==> config.mk <==
export PLATFORM = sky130hd
export DESIGN_NAME = determinant_result_writer
export DESIGN_NICKNAME = d
export VERILOG_FILES = /design/src/rtl/det_pkg.sv /design/src/rtl/counter.sv /design/src/rtl/determinant_result_writer.sv
export SDC_FILE = /design/constraint.sdc
export NUM_CORES = 1
export LEC_CHECK = 0
export BUFFER_PORTS_ARGS = -buffer_cell sky130_fd_sc_hd__clkbuf_2
export CORE_MARGIN = 1
export CORE_UTILIZATION = 41
export CTS_BUF_LIST = sky130_fd_sc_hd__clkbuf_8
export DETAILED_ROUTE_END_ITERATION = 16
export GPL_ROUTABILITY_DRIVEN = 1
export PLACE_DENSITY = 0.69
export REMOVE_ABC_BUFFERS = 1
export SLEW_MARGIN = 30
export SYNTH_ARGS = -nofsm -noshare
export SYNTH_HDL_FRONTEND = slang
export SYNTH_HIERARCHICAL = 1
export SYNTH_SLANG_ARGS = --single-unit
==> constraint.sdc <==
create_clock -name clock -period 2.3 [get_ports clock]
set_input_delay 0.115 -clock clock [delete_from_list [all_inputs] [get_ports clock]]
set_output_delay 0.115 -clock clock [all_outputs]
set_load 0.1 [all_outputs]
==> src/rtl/det_pkg.sv <==
// rtl/det_pkg.sv - shared types and constants for the determinant result writer
package det_pkg;

  localparam int BYTE_W = 8;

  typedef enum logic [2:0] {
    IDLE   = 3'd0,
    ARMED  = 3'd1,
    WR_LO  = 3'd2,
    WR_HI  = 3'd3,
    FULL   = 3'd4
  } writer_state_t;

endpackage

==> src/rtl/counter.sv <==
// rtl/counter.sv - loadable up-counter, wraps modulo 2^W
module counter #(
  parameter int W = 4
) (
  input  logic         clk,
  input  logic         rst_n,
  input  logic         load,
  input  logic [W-1:0] load_value,
  input  logic         enable,
  output logic [W-1:0] value
);

  always_ff @(posedge clk or negedge rst_n) begin
    if (!rst_n) begin
      value <= '0;
    end else if (load) begin
      value <= load_value;
    end else if (enable) begin
      value <= value + W'(1);
    end
  end

endmodule

==> src/rtl/determinant_result_writer.sv <==
// rtl/determinant_result_writer.sv - stores 16-bit results as low/high byte pairs into matrix memory
module determinant_result_writer
  import det_pkg::*;
#(
  parameter int ADDR_W      = 4,
  parameter int RES_W       = 16,
  parameter int MAX_RESULTS = 8
) (
  input  logic              clock,
  input  logic              reset,
  input  logic              start,
  input  logic [ADDR_W-1:0] start_adress,
  input  logic              res_valid,
  input  logic [RES_W-1:0]  res_data,
  output logic              res_ready,
  output logic              mem_we,
  output logic [ADDR_W-1:0] mem_adress,
  output logic [BYTE_W-1:0] mem_data,
  output logic [ADDR_W-1:0] count,
  output logic              full
);

  writer_state_t     state;
  writer_state_t     state_next;
  logic [RES_W-1:0]  hold;
  logic [ADDR_W-1:0] ptr;
  logic [ADDR_W-1:0] count_inc;
  logic              ptr_en;
  logic              handshake;

  assign handshake = (state == ARMED) && res_valid && !start;
  assign ptr_en    = ((state == WR_LO) || (state == WR_HI)) && !start;
  assign count_inc = count + ADDR_W'(1);

  counter #(ADDR_W) u_ptr (
    .clk        (clock),
    .rst_n      (reset),
    .load       (start),
    .load_value (start_adress),
    .enable     (ptr_en),
    .value      (ptr)
  );

  // start overrides every state, including a half-finished byte pair
  always_comb begin
    state_next = state;
    if (start) begin
      state_next = ARMED;
    end else begin
      case (state)
        IDLE:    state_next = IDLE;
        ARMED:   if (res_valid) state_next = WR_LO;
        WR_LO:   state_next = WR_HI;
        WR_HI:   state_next = (count_inc == ADDR_W'(MAX_RESULTS)) ? FULL : ARMED;
        FULL:    state_next = FULL;
        default: state_next = IDLE;
      endcase
    end
  end

  always_ff @(posedge clock or negedge reset) begin
    if (!reset) begin
      state <= IDLE;
      hold  <= '0;
      count <= '0;
    end else begin
      state <= state_next;
      if (handshake) begin
        hold <= res_data;
      end
      if (start) begin
        count <= '0;
      end else if (state == WR_HI) begin
        count <= count_inc;
      end
    end
  end

  always_comb begin
    mem_we     = 1'b0;
    mem_data   = '0;
    mem_adress = ptr;
    case (state)
      WR_LO: begin
        mem_we   = 1'b1;
        mem_data = hold[BYTE_W-1:0];
      end
      WR_HI: begin
        mem_we   = 1'b1;
        mem_data = hold[2*BYTE_W-1:BYTE_W];
      end
      default: begin
        mem_we   = 1'b0;
        mem_data = '0;
      end
    endcase
  end

  assign res_ready = (state == ARMED);
  assign full      = (state == FULL);

endmodule
== After elaboration in Yosys (flattened, before gate mapping) ==
Cells that the tools add are included.

* Eq/ne operators: 6
* Mux-type cells: 10
* Add/subtract/negate cells: 2
* Reductions and logical operators: 8

{| class="wikitable"
|+ Operators by type and width
! kind !! number
|-
| two-way mux 4 bit || 4
|-
| case mux 8 bit (2 select lines) || 1
|-
| case mux 3 bit (4 select lines) || 1
|-
| two-way mux 3 bit || 3
|-
| adder 4 x 1 -> 4 bit (second input constant) || 2
|-
| equality test 3 x 2 -> 1 bit (second input constant) || 2
|-
| equality test 4 bit (second input constant) || 1
|-
| nonzero test 2 bit || 2
|-
| equality test 3 x 1 -> 1 bit (second input constant) || 1
|-
| equality test 3 bit (second input constant) || 1
|-
| logical AND 1 bit || 3
|-
| inequality test 3 bit (second input constant) || 1
|-
| OR reduction 2 bit || 1
|-
| logical NOT 1 bit || 1
|-
| logical OR 1 bit || 1
|-
| two-way mux 1 bit || 1
|}

* Bits of input ports: 24
* Bits in registers: 27
* Word-level logic and storage cells: 30
* Output and inout bits: 19

== Depth between registers and ports, before layout ==
Gate-level depths: netlist of run 1.

* Word-level depth: 5
* Mapped depth: 7
* Gate-level depth less buffers: 5

== Hierarchy ==
Netlist of run 1, hierarchy kept.

{| class="wikitable"
|+ Modules (own cells, without submodules)
! module !! sequential area each (µm²) !! area an instance (µm²) !! cells each !! instances
|-
| determinant_result_writer || 575.6 || 1139.8 || 96 || 1
|-
| counter || 100.1 || 202.7 || 18 || 1
|}

== Worst setup path before layout of run 1 ==
No wires, ideal clock.

* Path type: reg2out
* Start: register state[0]
* End: output port mem_data[0]
* Buffers on the path: 2
* Data required time: 2185 ps
* Arrival: 2072 ps
* Cell stages (with the launch flop): 5
* Setup slack: 113 ps
* Cells stage by stage: dfrtp_1 buf_4 buf_2 mux2i_1 nor2_1

* Cells in the longest elaborated chain, start to end: 2
* Elaborated cells between the ends (all ways): 3
* Classes of those cells: 2 x eq/ne; 1 x mux

{| class="wikitable"
|+ RTL lines
! item !! RTL line !! text
|-
| start: declaration || determinant_result_writer.sv:23 || <nowiki>writer_state_t state;</nowiki>
|-
| start signal: assignment || determinant_result_writer.sv:67 || <nowiki>state <= state_next;</nowiki>
|-
| equality test 3 x 2 -> 1 bit || determinant_result_writer.sv:83 || <nowiki>case (state)</nowiki>
|-
| case mux 8 bit (2 select lines) * || determinant_result_writer.sv:83 ||
|-
| end: declaration || determinant_result_writer.sv:18 || <nowiki>output logic [BYTE_W-1:0] mem_data,</nowiki>
|}

Every way passes the cells marked *; elsewhere a longest branch is shown, timed or not.

== Final worst setup path of run 1 ==
* Start: register state[0]
* End: output port mem_data[3]

Same word-level chain as after synthesis.

==> results of run 1 <==
## critical path, delay by kind of cell, from the launching register on
kind / cells / cell delay, ns
multiplexers: 1 / 0.09
buffers and inverters: 2 / 0.71
AND/OR/NAND/NOR: 1 / 0.10
flip-flops: 1 / 0.53
## registers in the layout, indices dropped and copies added (netlist names)
name / count
state: 3
count: 4
hold: 16
u_ptr/value: 4
## power breakdown
part           internal, uW  leakage, uW  switching, uW
Sequential              557     0.000330           55.3
Combinational           136     0.000465            283
Clock                   119    0.0000269            137
Total                   813     0.000822            475
## layout by cell type, fill, tap and decap left out, types with 2 or more instances in the layout
cell type	n
xor2_1	2
mux2i_1	9
buf_4	3
nor2b_1	2
nor2_1	14
clkbuf_8	3
o21ai_0	4
a21oi_1	4
ha_1	2
o2111ai_1	2
inv_1	3
and3b_1	2
mux2_2	16
clkbuf_2	42
xnor2_1	3
nand2_1	7
dfrtp_1	27
## path summary, 6_finish.rpt
check | from | to | slack, ns | depth (start not counted)
worst max-delay path | state[0]$_DFFE_PN0P_ | mem_data[3] | 0.49 | 4
worst min-delay path | start_adress[2] | u_ptr/value[2]$_DFFE_PN0P_ | 0.06 | 3
worst max register to register | state[2]$_DFFE_PN0P_ | hold[1]$_DFFE_PN0P_ | 0.66 | 4
worst min register to register | hold[14]$_DFFE_PN0P_ | hold[14]$_DFFE_PN0P_ | 0.50 | 1
max in group asynchronous | reset | state[1]$_DFFE_PN0P_ | 1.45 | 2
min in group asynchronous | reset | count[0]$_DFFE_PN0P_ | 0.41 | 2
## per-stage QoR
step	hold WS [ns]	area [um^2]	std cells	setup WS, ns	util
after floorplan	-0.181	1310	108	0.102	-
after global placement	0.168	1590	197	0.716	0.518
after detailed placement	0.188	1590	197	0.666	0.518
after CTS	0.0534	1650	202	0.447	0.536
after global routing	0.0617	1650	202	0.363	0.536
final	0.0573	1650	202	0.485	0.536
## metal layers
metal / part of all wire / vias up / routed length, um / global-route usage
met5: 0 / - / 0 / 0
met4: 0.0067 / 0 / 17 / 0.0510
met3: 0.049 / 2 / 125 / 0.0328
met2: 0.50 / 31 / 1270 / 0.300
met1: 0.44 / 470 / 1120 / 0.188
li1: - / 482 / - / -
## layout make-up
class,count,area share
multi-input combinational,79,0.378
timing repair buffer,46,0.147
sequential,27,0.410
tap,44,0.0334
inverter,2,0.00455
clock inverter,1,0.00228
clock buffer,3,0.0250
## cells by family after synthesis
group	share of synthesized area
buffers and inverters	0.0326
and+or+nand+nor	0.147
DFF	0.503
AOI/OAI and AO/OA	0.0559
muxes	0.210
xor gates and xnor gates	0.0326
adders and majority gates	0.0186
## repair_timing
item | CTS | global route
hold buffers | 1 | 0
endpoints found under the setup margin | 0 | 0
endpoints found under the hold margin | 27 | 0
==> flow_summary.json, run 1 <==
{
  "slowest_delay_ns": 0.53,
  "crit_required_ns": 2.18,
  "drt_iter0_drc": 23,
  "gr-usage-all-layers": 0.163,
  "dp_hpwl_um": 1880,
  "yosys-top-cells-count": "27 x dfrtp_1, 16 x mux2_2, 14 x nor2_1",
  "power_density_nw_per_um2": 781,
  "path_max_fanout": 9,
  "final_layout_size_suffix_gt1_frac": 0.424,
  "route.detailed.drc": 0,
  "cts-htree-levels": 1,
  "skew_ns": 0.00319,
  "viasPerCell": 4.88,
  "synth_edf_count": 0,
  "cp-end-kind": "primary output",
  "ys.flop_type": "dfrtp_1",
  "cts_buffers": 3,
  "crit_arrival_ns": 1.70,
  "cts_root_buffer": "clkbuf_8",
  "ys_async_sr_fraction": 1.00,
  "nFillCells": 293,
  "ys_seq_elements": 27,
  "grt_start_max_net_pins": 28,
  "core_area_um2": 3080,
  "cp_cell_sequence": "buf_4 -> mux2i_1 -> nor2_1 -> clkbuf_2",
  "synth_cells": 114,
  "yosysTopAreaCell": "dfrtp_1",
  "seq_area_um2": 676,
  "clk_pin_slew_ns": 0.09,
  "die_w_um": 59.2,
  "syn_area_um2": 1340,
  "antenna_cells": 0,
  "holdCritPathClass": "input pin to register",
  "num_rows": 20,
  "initial_core_util": 0.436,
  "gp_congestion": 0.746,
  "die_h_um": 59.2,
  "finalCriticalPeriod_ns": 1.81,
  "grt_pass1_wl_um": 4310,
  "multiInputGateArea_um2": 623,
  "drt-pass1-iter-count": 4,
  "post_cts_buffers": 0,
  "vias": 985,
  "period_share": 0.789,
  "status": "completed",
  "report.final.slew_viol_count": 0,
  "finalSetupViolCount": 0,
  "wl_um": 2530,
  "overflow": 0,
  "num_io_pins": 43,
  "finalHoldViolCount": 0,
  "syn-mean-instance-area_um2": 11.8,
  "seq_area_frac_synth": 0.503,
  "ir_drop_mv": 0.322,
  "tns_ns": 0,
  "clk_latency_ns": 0.26,
  "port_buffers": 42,
  "synthToLayoutAreaGrowth_pct": 22.8,
  "die-area_um2": 3510,
  "max_freq_ghz": 0.551,
  "maxSlewHeadroom": 0.547,
  "crit_type": "register to primary output",
  "worst_slew_pin_slew_ns": 0.679,
  "synth.area.top_cells": "dfrtp_1 50%, mux2_2 13%, mux2i_1 6.7%",
  "nets": 185,
  "p_total_uw": 1290,
  "synth_top_area_frac": 0.503,
  "rsz0062_at_grt": "false",
  "synth.distinct_cells": 30,
  "cts_tree": "built",
  "critPathSlowestCell": "dfrtp_1",
  "cts-resized-gates": 0,
  "p_leak_uw": 0.000822,
  "cts_sinks": 27,
  "yosys_warnings": 6,
  "start_kind": "register",
  "first_global_vias": 1011,
  "synth.most_common_cell": "dfrtp_1",
  "routedWlPerCell_um": 12.5,
  "maxCapViolCount": 0,
  "cts_buffer_depth": 2,
  "ant_nets": 0,
  "antenna_found_initial": 0
}
(Power assumes the default switching activity.)
==> inputs of run 2 (changes only) <==
ABC_AREA = 1   (was unset)
PLACE_DENSITY = 0.71   (was 0.69)
clock period = 1.6 ns   (was 2.3 ns; I/O delays follow)
==> flow_summary.json, run 2 <==
{
  "status": "completed",
  "port_buffers": 42,
  "grt_start_max_net_pins": 28,
  "finalCriticalPeriod_ns": 1.50,
  "vias": 1216,
  "cts-htree-levels": 1,
  "synth.area.top_cells": "dfrtp_1 48%, nand2_1 16%, o21ai_2 9.9%",
  "clk_pin_slew_ns": 0.09,
  "drt_iter0_drc": 53,
  "cts_sinks": 27,
  "tns_ns": 0,
  "p_leak_uw": 0.00104,
  "placed_cells": 259,
  "nets": 249,
  "period_share": 0.940,
  "holdPathStages": 3,
  "routedWlPerCell_um": 10.6,
  "nFillCells": 332,
  "power_density_nw_per_um2": 1270,
  "cts_buffer_depth": 2,
  "crit_arrival_ns": 1.42,
  "start_kind": "register",
  "layout_common_cells": "60 x nand2_1, 31 x clkbuf_2, 28 x inv_1",
  "p_int_uw": 1330,
  "wl_met3_um": 100,
  "p_sw_frac": 0.452,
  "met2_length_um": 1350,
  "wl_um": 2850,
  "wirelength_met1_um": 1350,
  "syn-mean-instance-area_um2": 8.21,
  "ys.flop_type": "dfrtp_1",
  "path_max_fanout": 5,
  "syn_area_um2": 1420,
  "holdWs_ns": 0.0138,
  "maxCapViolCount": 0,
  "core_area_um2": 3340,
  "ys_async_sr_fraction": 1.00,
  "holdCritPathClass": "input pin to register",
  "synthToLayoutAreaGrowth_pct": 34.6,
  "drt-pass1-iter-count": 4,
  "final_cells": 268,
  "clk_latency_ns": 0.28,
  "finalSetupViolCount": 0,
  "largest_register_ffs": 16,
  "ir_drop_mv": 0.601,
  "grt_pass1_wl_um": 4600,
  "finalHoldViolCount": 0,
  "seq_area_frac_synth": 0.476,
  "yosys-top-cells-count": "62 x nand2_1, 29 x inv_1, 27 x dfrtp_1",
  "die_h_um": 60.9,
  "first_global_vias": 1029,
  "antenna_found_initial": 0,
  "ys_seq_elements": 27,
  "route.detailed.drc": 0,
  "final_common_cell": "nand2_1",
  "cp_cell_sequence": "inv_2 -> nand2_4 -> nor2_4 -> nand2_1 -> nand2_1 -> buf_12",
  "cts_tree": "built",
  "num_rows": 21,
  "r2r_cells": 7,
  "cp_common_cell": "nand2_1",
  "num_io_pins": 43,
  "gp_congestion": 0.874,
  "dp_hpwl_um": 2030,
  "cts_root_buffer": "clkbuf_8",
  "report.final.slew_viol_count": 0,
  "worst_slew_pin_slew_ns": 0.680,
  "clock_power_share": 0.164,
  "slowest_delay_ns": 0.39,
  "crit_required_ns": 1.52,
  "synth_edf_count": 0,
  "top_regs": "hold (16), count (4), u_ptr/value (4)",
  "max_freq_ghz": 0.665,
  "synth.distinct_cells": 21,
  "dr.max_layer_used": "met4",
  "viasPerCell": 4.54,
  "layout_setup_ws_ns": 0.0962,
  "crit_type": "register to primary output",
  "initial_core_util": 0.426,
  "p_total_uw": 2430,
  "yosysTopAreaCell": "dfrtp_1",
  "seq_power_share": 0.392,
  "gr-usage-all-layers": 0.170,
  "maxSlewHeadroom": 0.547,
  "die_w_um": 60.9,
  "die-area_um2": 3700,
  "yosys_warnings": 6,
  "synth_top_area_frac": 0.476,
  "cts_buffers": 3,
  "synth.most_common_cell": "nand2_1",
  "regMostFlops": "hold",
  "antenna_cells": 0,
  "overflow": 0,
  "final_layout_size_suffix_gt1_frac": 0.351,
  "pwr-share-comb": 0.444,
  "dp_worst_setup_slack_ns": 0.126,
  "critPathSlowestCell": "dfrtp_1",
  "skew_ns": 0.00132,
  "cp-end-kind": "primary output",
  "synth_cells": 173,
  "rsz0062_at_grt": "false",
  "switchingPower_uw": 1100,
  "ant_nets": 0
}
run 2: cell count changes after synthesis, moves of 3 or more:
cell     change
o21ai_2     +16
inv_1       +27
nand4_1      +3
nor2_1      -10
mux2_2      -16
nand3_1      +8
mux2i_1      -9
nand2_1     +55
buf_6        +3
run 2: metal layers:
metal	global-route usage	up-vias
li1	-	635
met2	0.272	38
met1	0.229	538
met5	0	-
met4	0.0779	0
met3	0.0256	5
run 2: cell type report:
class / count / area, um^2 / share of cell area
tap: 46 / 57.6 / 0.0301
clock inverter: 1 / 7.51 / 0.00393
inverter: 31 / 121 / 0.0635
clock buffer: 3 / 41.3 / 0.0216
multi-input combinational: 112 / 622 / 0.325
sequential: 27 / 677 / 0.354
timing repair buffer: 48 / 385 / 0.202
run 2: worst max-delay path: cells and delay by family, from the launching register on:
family	cells	cell delay, ns
buf+inv	2	0.31
simple gates	4	0.45
flops	1	0.39
run 2: cell families after synthesis:
logic type | after synthesis | share of synthesized area
AOI/OAI and AO/OA | 27 | 0.144
buffers and inverters | 35 | 0.114
and+or+nand+nor | 81 | 0.243
adders and majority gates | 2 | 0.0176
xor gates and xnor gates | 1 | 0.00617
DFF | 27 | 0.476
run 2: power groups by stage:
| stage | Combinational, uW | Sequential [uW] | Clock, uW |
|---|---|---|---|
| 2_1_floorplan | 572 | 1130 | 0 |
| 3_3_place_gp | 1030 | 958 | 0 |
| 3_5_place_dp | 1040 | 962 | 0 |
| 4_1_cts | 1080 | 950 | 414 |
| 5_1_grt | 1160 | 980 | 441 |
| 6_report | 1080 | 953 | 400 |
run 2: path summary, 6_finish.rpt:
| kind | start | end | slack, ns |
|---|---|---|---|
| max | state[2]$_DFFE_PN0P_ | mem_data[6] | 0.1 |
| min | res_data[11] | hold[11]$_DFFE_PN0P_ | 0.01 |
| max reg2reg | state[1]$_DFFE_PN0P_ | hold[7]$_DFFE_PN0P_ | 0.20 |
| min reg2reg | hold[4]$_DFFE_PN0P_ | hold[4]$_DFFE_PN0P_ | 0.49 |
| max in group asynchronous | reset | state[0]$_DFFE_PN0P_ | 0.76 |
| min in group asynchronous | reset | hold[4]$_DFFE_PN0P_ | 0.36 |
run 2: stage by stage:
stage / cell area [um^2] / utilization
floorplan: 1380 / -
global placement: 1790 / 0.535
detailed placement: 1790 / 0.535
CTS: 1890 / 0.567
global route: 1910 / 0.573
finish: 1910 / 0.573
run 2: repair_timing:
action                                  in CTS  in global routing
resized for setup                            7                  5
pin swaps                                    1                  1
endpoints found under the setup margin       8                  5
hold buffers                                 1                  0
setup buffers                                3                  0
endpoints found under the hold margin       27                  0
gates cloned                                 1                  0
